File: src/rtl/boc_corr_accum.sv
// rtl/boc_corr_accum.sv - BOC code wipe-off and per-code-period I/Q accumulate-and-dump.
// Optional sample-count output enabled by defining BOC_CORR_SAMPLE_CNT_EN.
module boc_corr_accum #(
  parameter int SAMPLE_WIDTH = 4,
  parameter int ACC_WIDTH    = 20,
  parameter int CNT_WIDTH    = 16
) (
  input  logic                           rx_clk,
  input  logic                           rx_rst,
  input  logic signed [SAMPLE_WIDTH-1:0] rx_sample_i,
  input  logic signed [SAMPLE_WIDTH-1:0] rx_sample_q,
  input  logic                           rx_sample_vld,
  input  logic                           rx_loc_boc,
  input  logic                           rx_prn_sop,
  input  logic                           rx_prn_eop,
  output logic signed [ACC_WIDTH-1:0]    tx_acc_i,
  output logic signed [ACC_WIDTH-1:0]    tx_acc_q,
  output logic                           tx_acc_vld,
  output logic                           tx_acc_ovf,
  output logic                           tx_resync,
`ifdef BOC_CORR_SAMPLE_CNT_EN
  output logic [CNT_WIDTH-1:0]           tx_samp_cnt,
`endif
  output logic [CNT_WIDTH-1:0]           tx_epoch_cnt
);

  localparam int PW = SAMPLE_WIDTH + 1;

  typedef enum logic {IDLE, ACCUM} state_t;

  // Returns {clamped, saturated sum}.
  function automatic logic [ACC_WIDTH:0] sat_add(input logic signed [ACC_WIDTH-1:0] a,
                                                 input logic signed [PW-1:0] b);
    logic signed [ACC_WIDTH:0] s;
    s = (ACC_WIDTH+1)'(a) + (ACC_WIDTH+1)'(b);
    if (s[ACC_WIDTH] != s[ACC_WIDTH-1])
      sat_add = {1'b1, s[ACC_WIDTH], {(ACC_WIDTH-1){~s[ACC_WIDTH]}}};
    else
      sat_add = {1'b0, s[ACC_WIDTH-1:0]};
  endfunction

  logic signed [PW-1:0] samp_i_x, samp_q_x;
  logic signed [PW-1:0] s1_prod_i_q, s1_prod_q_q;
  logic                 s1_vld_q, s1_sop_q, s1_eop_q;

  assign samp_i_x = {rx_sample_i[SAMPLE_WIDTH-1], rx_sample_i};
  assign samp_q_x = {rx_sample_q[SAMPLE_WIDTH-1], rx_sample_q};

  always_ff @(posedge rx_clk) begin
    if (rx_rst) begin
      s1_vld_q    <= 1'b0;
      s1_sop_q    <= 1'b0;
      s1_eop_q    <= 1'b0;
      s1_prod_i_q <= '0;
      s1_prod_q_q <= '0;
    end else begin
      s1_vld_q <= rx_sample_vld;
      if (rx_sample_vld) begin
        s1_prod_i_q <= rx_loc_boc ? -samp_i_x : samp_i_x;
        s1_prod_q_q <= rx_loc_boc ? -samp_q_x : samp_q_x;
        s1_sop_q    <= rx_prn_sop;
        s1_eop_q    <= rx_prn_eop;
      end
    end
  end

  state_t                       state_q, state_d;
  logic signed [ACC_WIDTH-1:0]  acc_i_q, acc_i_d, acc_q_q, acc_q_d;
  logic                         ovf_q, ovf_d, dump_q, dump_d, resync_q, resync_d;
  logic [ACC_WIDTH:0]           sum_i, sum_q;
`ifdef BOC_CORR_SAMPLE_CNT_EN
  logic [CNT_WIDTH-1:0]         cnt_q, cnt_d;
`endif

  assign sum_i = sat_add(acc_i_q, s1_prod_i_q);
  assign sum_q = sat_add(acc_q_q, s1_prod_q_q);

  always_comb begin
    state_d  = state_q;
    acc_i_d  = acc_i_q;
    acc_q_d  = acc_q_q;
    ovf_d    = ovf_q;
    dump_d   = 1'b0;
    resync_d = 1'b0;
`ifdef BOC_CORR_SAMPLE_CNT_EN
    cnt_d    = cnt_q;
`endif
    if (s1_vld_q) begin
      if (s1_sop_q) begin
        // A period start always reloads, whether from IDLE or as a mid-period resync.
        resync_d = (state_q == ACCUM);
        acc_i_d  = ACC_WIDTH'(s1_prod_i_q);
        acc_q_d  = ACC_WIDTH'(s1_prod_q_q);
        ovf_d    = 1'b0;
`ifdef BOC_CORR_SAMPLE_CNT_EN
        cnt_d    = CNT_WIDTH'(1);
`endif
        dump_d   = s1_eop_q;
        state_d  = s1_eop_q ? IDLE : ACCUM;
      end else if (state_q == ACCUM) begin
        acc_i_d = sum_i[ACC_WIDTH-1:0];
        acc_q_d = sum_q[ACC_WIDTH-1:0];
        ovf_d   = ovf_q | sum_i[ACC_WIDTH] | sum_q[ACC_WIDTH];
`ifdef BOC_CORR_SAMPLE_CNT_EN
        cnt_d   = (&cnt_q) ? cnt_q : cnt_q + 1'b1;
`endif
        dump_d  = s1_eop_q;
        state_d = s1_eop_q ? IDLE : ACCUM;
      end
    end
  end

  always_ff @(posedge rx_clk) begin
    if (rx_rst) begin
      state_q  <= IDLE;
      acc_i_q  <= '0;
      acc_q_q  <= '0;
      ovf_q    <= 1'b0;
      dump_q   <= 1'b0;
      resync_q <= 1'b0;
`ifdef BOC_CORR_SAMPLE_CNT_EN
      cnt_q    <= '0;
`endif
    end else begin
      state_q  <= state_d;
      acc_i_q  <= acc_i_d;
      acc_q_q  <= acc_q_d;
      ovf_q    <= ovf_d;
      dump_q   <= dump_d;
      resync_q <= resync_d;
`ifdef BOC_CORR_SAMPLE_CNT_EN
      cnt_q    <= cnt_d;
`endif
    end
  end

  assign tx_resync = resync_q;

  // The dumped sum sits in acc_q for one cycle; capture it before a following sop reloads.
  always_ff @(posedge rx_clk) begin
    if (rx_rst) begin
      tx_acc_i     <= '0;
      tx_acc_q     <= '0;
      tx_acc_ovf   <= 1'b0;
      tx_acc_vld   <= 1'b0;
      tx_epoch_cnt <= '0;
`ifdef BOC_CORR_SAMPLE_CNT_EN
      tx_samp_cnt  <= '0;
`endif
    end else begin
      tx_acc_vld <= dump_q;
      if (dump_q) begin
        tx_acc_i     <= acc_i_q;
        tx_acc_q     <= acc_q_q;
        tx_acc_ovf   <= ovf_q;
        tx_epoch_cnt <= tx_epoch_cnt + 1'b1;
`ifdef BOC_CORR_SAMPLE_CNT_EN
        tx_samp_cnt  <= cnt_q;
`endif
      end
    end
  end

endmodule

File: config.mk
export PLATFORM = sky130hd
export DESIGN_NAME = boc_corr_accum
export DESIGN_NICKNAME = d
export VERILOG_FILES = /design/src/rtl/boc_corr_accum.sv
export SDC_FILE = /design/constraint.sdc
export NUM_CORES = 1
export LEC_CHECK = 0
export ABC_AREA = 1
export BUFFER_PORTS_ARGS = -buffer_cell sky130_fd_sc_hd__buf_2
export CAP_MARGIN = 20
export CORE_ASPECT_RATIO = 1.1
export CORE_MARGIN = 2
export CORE_UTILIZATION = 25
export DETAILED_ROUTE_END_ITERATION = 12
export SETUP_SLACK_MARGIN = 0.2
export SYNTH_ARGS = -nofsm -noshare
export SYNTH_HDL_FRONTEND = slang
export SYNTH_SLANG_ARGS = --single-unit
File: constraint.sdc
create_clock -name rx_clk -period 2.45 [get_ports rx_clk]
set_input_delay 0.245 -clock rx_clk [delete_from_list [all_inputs] [get_ports rx_clk]]
set_output_delay 0.245 -clock rx_clk [all_outputs]
set_load 0.05 [all_outputs]
-- Word level (Yosys, flattened, before mapping)
Cells that the tools add are included.
- add/subtract/negate cells: 5
- equal/unequal tests: 2
- muxes and demuxes: 15
- bitwise operators: 6
- reduce and logical (&&, ||, !) cells: 4
- operators with widths (cell ; number):
    $mux 20 ; 4
    $add 20x5->21 ; 2
    $mux 21 ; 2
    $add 16x1->16 const B ; 1
    $mux 5 ; 2
    $neg 4->5 ; 2
    $mux 1 ; 7
    $not 1->1 ; 4
    $reduce_or 3->1 ; 1
    $ne 1x1->1 ; 2
    $or 1x1->1 ; 2
    $reduce_and 2->1 ; 1
    $reduce_bool 2->1 ; 1
    $reduce_or 2->1 ; 1
- register bits: 115
- output and inout port bits: 59
- word-level logic and storage cells: 48

-- Longest topological paths before layout
- depth after elaboration: 7
- depth in mapped cells: 17
- gate-level depth less buffers: 16

-- Least setup slack after synthesis
OpenSTA, ideal clock, no wires.
- path kind: register to register
- start point: register s1_prod_i_q[4]
- end point: register ovf_q
- setup time: 0.132 ns
- arrival time: 2.165 ns
- required time: 2.318 ns
- slack: 0.153 ns
- cell stages (with the launch flop): 14
- path buffers: 2
- path through: dfxtp_1 -> ha_1 -> buf_2 -> a21oi_1 -> nand2_1 -> a21oi_1 -> nand3_2 -> nand2_2 -> nand2_2 -> nand2_4 -> buf_6 -> nand3_1 -> o21bai_1 -> a21oi_1
- cells in the longest elaborated chain, start to end: 7
- ends and longest elaborated chain (what ; RTL line ; source):
    from (decl) ; 43 ; logic signed [PW-1:0] s1_prod_i_q, s1_prod_q_q;
    from (signal assigned) ; 59 ; s1_prod_i_q <= rx_loc_boc ? -samp_i_x : samp_i_x;
    $add 20x5->21 ; 35 ; s = (ACC_WIDTH+1)'(a) + (ACC_WIDTH+1)'(b);
    $ne 1x1->1 ; 36 ; if (s[ACC_WIDTH] != s[ACC_WIDTH-1])
    $mux 21 ; 36 ;
    $or 1x1->1 (2 in series) ; 103 ; ovf_d = ovf_q | sum_i[ACC_WIDTH] | sum_q[ACC_WIDTH];
    $mux 1 ; 100 ; end else if (state_q == ACCUM) begin
    $mux 1 ; 89 ; if (s1_sop_q) begin
    to (signal assigned) ; 128 ; ovf_q <= ovf_d;
    to (decl) ; 69 ; logic ovf_q, ovf_d, dump_q, dump_d, resync_q, resync_d;
Every way passes these cells. The select of a mux whose other input is x is not followed.
A chain may end at the register's enable or synchronous reset.

-- Worst setup path in the final report
- start point: register s1_prod_q_q[4]
- end point: register acc_q_q[13]
- cells in the longest elaborated chain, start to end: 5
- elaborated cells on any way between the ends: 6
- classes of those cells: 1 x add/sub; 1 x eq/ne; 3 x mux; 1 x bitwise
- ends and longest elaborated chain (what ; RTL line ; source):
    from (decl) ; 43 ;
    from (signal assigned) ; 60 ; s1_prod_q_q <= rx_loc_boc ? -samp_q_x : samp_q_x;
    $add 20x5->21 ; 35 ;
    $ne 1x1->1 / $not 1->1 (equally long branches) ; 36, 37 ;
    $mux 21 ; 36 ;
    $mux 20 ; 100 ;
    $mux 20 (*) ; 89 ;
    to (signal assigned) ; 127 ; acc_q_q <= acc_q_d;
    to (decl) ; 68 ; logic signed [ACC_WIDTH-1:0] acc_i_q, acc_i_d, acc_q_q, acc_q_d;
Every way passes the cells marked *; elsewhere a longest branch is shown, timed or not. The select of a mux whose other input is x is not followed.

==> results.cfg <==
[status]
status = finished clean

[power]
intPower_uw = 3760
p_seq_share_pct = 37.4
combPwrFrac_pct = 16.2
ir_worst_vdd_v = 0.000359
p_clk_share_pct = 46.4
power.density_nw_per_um2 = 505
fin_total_pwr_uw = 5210
netSwitchingPower_uw = 1440
p_sw_share_pct = 27.7
p_leak_uw = 0.00492

[run]
max-cap-violations = 0

[critical_path]
crit_fanout = 8
critical_path.most_common_cell = nand2_2
worst_path_max_delay_cell = dfxtp_4
reg2reg_depth = 17
critical_path.cell_chain = buf_12 -> ha_4 -> nand2_4 -> inv_2 -> nand2_1 -> and2_4 -> nand2_1 -> nand2_2 -> nand3_2 -> nand2_2 -> nand2_2 -> nand2_4 -> buf_12 -> nand2_2 -> nand2_1 -> a21oi_1 -> nor2_1
r2r_end = acc_q_q[13]
r2r-start = s1_prod_q_q[4]
reg2reg_slack_ns = 0.16
critical_path_buf_inv_count = 3
cp-start-kind = flop
crit_type = flop to flop
crit_family = simple AND/OR/NAND/NOR gates
crit_required_ns = 2.73
cp.arrival_ns = 2.58
slowest_delay_ns = 0.36
cp-end-kind = flop

[drt]
wl_per_cell_um = 14.3
vias = 7620
wl_mm = 23.2
drcViolationCount = 0
drt_first_pass_iters = 6
drt-initial-drc-count = 369
ant_nets = 0
vias_per_cell = 4.70

[timing]
maxSlewViolCount = 0
clock_skew_ns = 0.00838
holdWs_ns = 0.117
worstMarginPinSlew_ns = 0.750
rsz0062_at_grt = yes
setup_violations = 0
period_share_pct = 93.6
min_period_ns = 2.29
max_freq_mhz = 436
slew_headroom_pct = 49.9
hold_viol_final = 0

[clock_network]
cts_sinks = 115
cts_tree = built
clkTransAtPathRegs_ns = 0.06
clockRootBuffer = clkbuf_16
holdBufCountCts = 0
cts_buffers = 17
insertion_delay_ns = 0.42
h-tree-depth = 4
ctsLongestPathBuffers = 2

[hold_path]
hold_depth = 3
hold_class = primary input to flop
min_from = rx_prn_sop
min_to = s1_sop_q

[synthesis]
ys_types = 39
syn-cell-area_um2 = 7240
synth.avg_cell_area_um2 = 6.54
synth_top_cell_by_area = dfxtp_1
synth_fp_nets = 1167
synth_async_sr_flop_share_pct = 0
synth_cells = 1108
ys_ff_latch = 115
synth-edff-count = 0
yosys.area.top_type_share_pct = 31.8
yosys.cell_count.top_type = nand2_1
yosys_warnings = 0
yosys-top-cells-count = nand2_1 (264), inv_1 (137), a21oi_1 (130)
synth_area_leaders = dfxtp_1 (32%), nand2_1 (14%), a21oi_1 (9.0%)
synth_sequential_area_ratio_pct = 31.8
dominantRegCellSynth = dfxtp_1

[floorplanning]
coreArea_um2 = 28600
row_count = 65
floorplan.initialDensity_pct = 25.3
pin_count = 73
fp.dieW_um = 166
die_h_um = 183
dieArea_um2 = 30400

[cells_and_area]
final_util_pct = 36.0
drive_gt1_share_pct = 32.9
area.growth.synth_to_final_pct = 42.3
nets = 1301
fill_cells = 2961

[global_route]
grt.overflow.total = 0
grt_pass1_vias = 7424
grt_pass1_wl_mm = 36.3
grt_use_total_pct = 14.6
antenna_found_initial = 1
grt_max_degree = 70

[placement]
dp_hpwl_mm = 15.8
place_congestion = 0.885
io_buffers = 72
worst max path at each step:
stage	startpoint	slack (ns)	to	depth (start not counted)
after floorplan	s1_prod_i_q[0]	0.25	acc_i_q[14]	15
after global routing	s1_prod_q_q[4]	0.03	acc_q_q[13]	17
final	s1_prod_q_q[4]	0.16	acc_q_q[13]	17
after CTS	s1_prod_i_q[4]	0.18	acc_i_q[9]	17
after detailed placement	s1_prod_i_q[4]	-0.06	ovf_q	12
after global placement	s1_prod_i_q[4]	-0.04	ovf_q	12
cell families (layout without fill, tap and decap cells):
logic type               after synthesis  in the layout  share of synthesized area, %
AND/OR/NAND/NOR                      475            475                          27.7
XOR/XNOR                              32             32                          3.87
flip-flops                           115            115                          31.8
adder cells (fa/ha/maj)               45             45                          7.98
other                                  0              1                             0
buffers and inverters                177            322                          9.62
AO/OA/AOI/OAI                        264            264                          19.1
state kept, by name (all words and copies together), names as in the netlist:
name and cells:
s1_prod_i_q 5, acc_i_q 20, tx_acc_q 20, tx_acc_ovf 1
acc_q_q 20, s1_eop_q 1, s1_vld_q 1, state_q 1
dump_q 1, tx_epoch_cnt 16, ovf_q 1, tx_acc_vld 1
s1_prod_q_q 5, s1_sop_q 1, tx_acc_i 20, tx_resync 1
stage by stage:
step | setup slack, ns | area (µm²) | instances | TNS, ns
after floorplan | 0.249 | 7250 | 1108 | 0
after global placement | -0.0411 | 8270 | 1552 | -0.123
after detailed placement | -0.0616 | 8270 | 1552 | -0.316
after CTS | 0.179 | 9480 | 1594 | 0
after global routing | 0.0261 | 10300 | 1621 | 0
final | 0.156 | 10300 | 1622 | 0
final cells by class:
cell class | instances | area, µm² | share of cell area, %
antenna | 1 | 2.50 | 0.0243
clock buffer | 20 | 447 | 4.33
clock inverter | 10 | 110 | 1.07
inverter | 138 | 518 | 5.02
multi-input combinational | 816 | 5350 | 51.9
sequential | 115 | 2310 | 22.4
tap | 368 | 460 | 4.47
timing repair buffer | 154 | 1110 | 10.8
power groups by stage:
| stage | Combinational, µW | Clock (µW) | Sequential (µW) |
|---|---|---|---|
| 6_report | 843 | 2420 | 1950 |
| 3_5_place_dp | 570 | 0 | 1990 |
| 5_1_grt | 917 | 2540 | 1950 |
| 4_1_cts | 690 | 2440 | 1950 |
| 2_1_floorplan | 387 | 0 | 2000 |
| 3_3_place_gp | 567 | 0 | 1990 |
layout by cell type, fill, tap and decap left out, types with 7 or more instances in the layout:
cell type and n:
a21oi_2 28, nor2_4 11, o21ai_1 9, nor2_2 11, dfxtp_1 112, buf_12 9
nor2_1 93, xor2_1 23, ha_4 30, o21ai_0 92, ha_1 9, nand3_1 39
nand2_2 74, nand2_1 175, nor3_1 16, buf_2 72, a21oi_1 97, nand4_1 9
inv_1 127, nand3_2 8, o21bai_1 10, nand2_4 27, buf_6 7, inv_2 11
xnor2_1 9, buf_4 66, clkbuf_16 17
repair_timing:
item / CTS / global route
gates cloned: 0 / 1
pin swaps: 17 / 107
setup buffers: 12 / 26
resized for setup: 87 / 203
endpoints found under the setup margin: 39 / 39
tightest hold or removal path: stages:
cell      delay (ns)
buf_2           0.09
nor2_1          0.10
a211oi_1        0.05
routing by layer:
metal | track usage [%] | vias to the layer above | routed length [µm]
li1 | - | 3882 | -
met1 | 16.9 | 3584 | 10000
met2 | 27.3 | 119 | 12000
met3 | 2.65 | 35 | 669
met4 | 4.66 | 0 | 490
met5 | 0 | - | 0
Power figures use the tool's default switching activity.
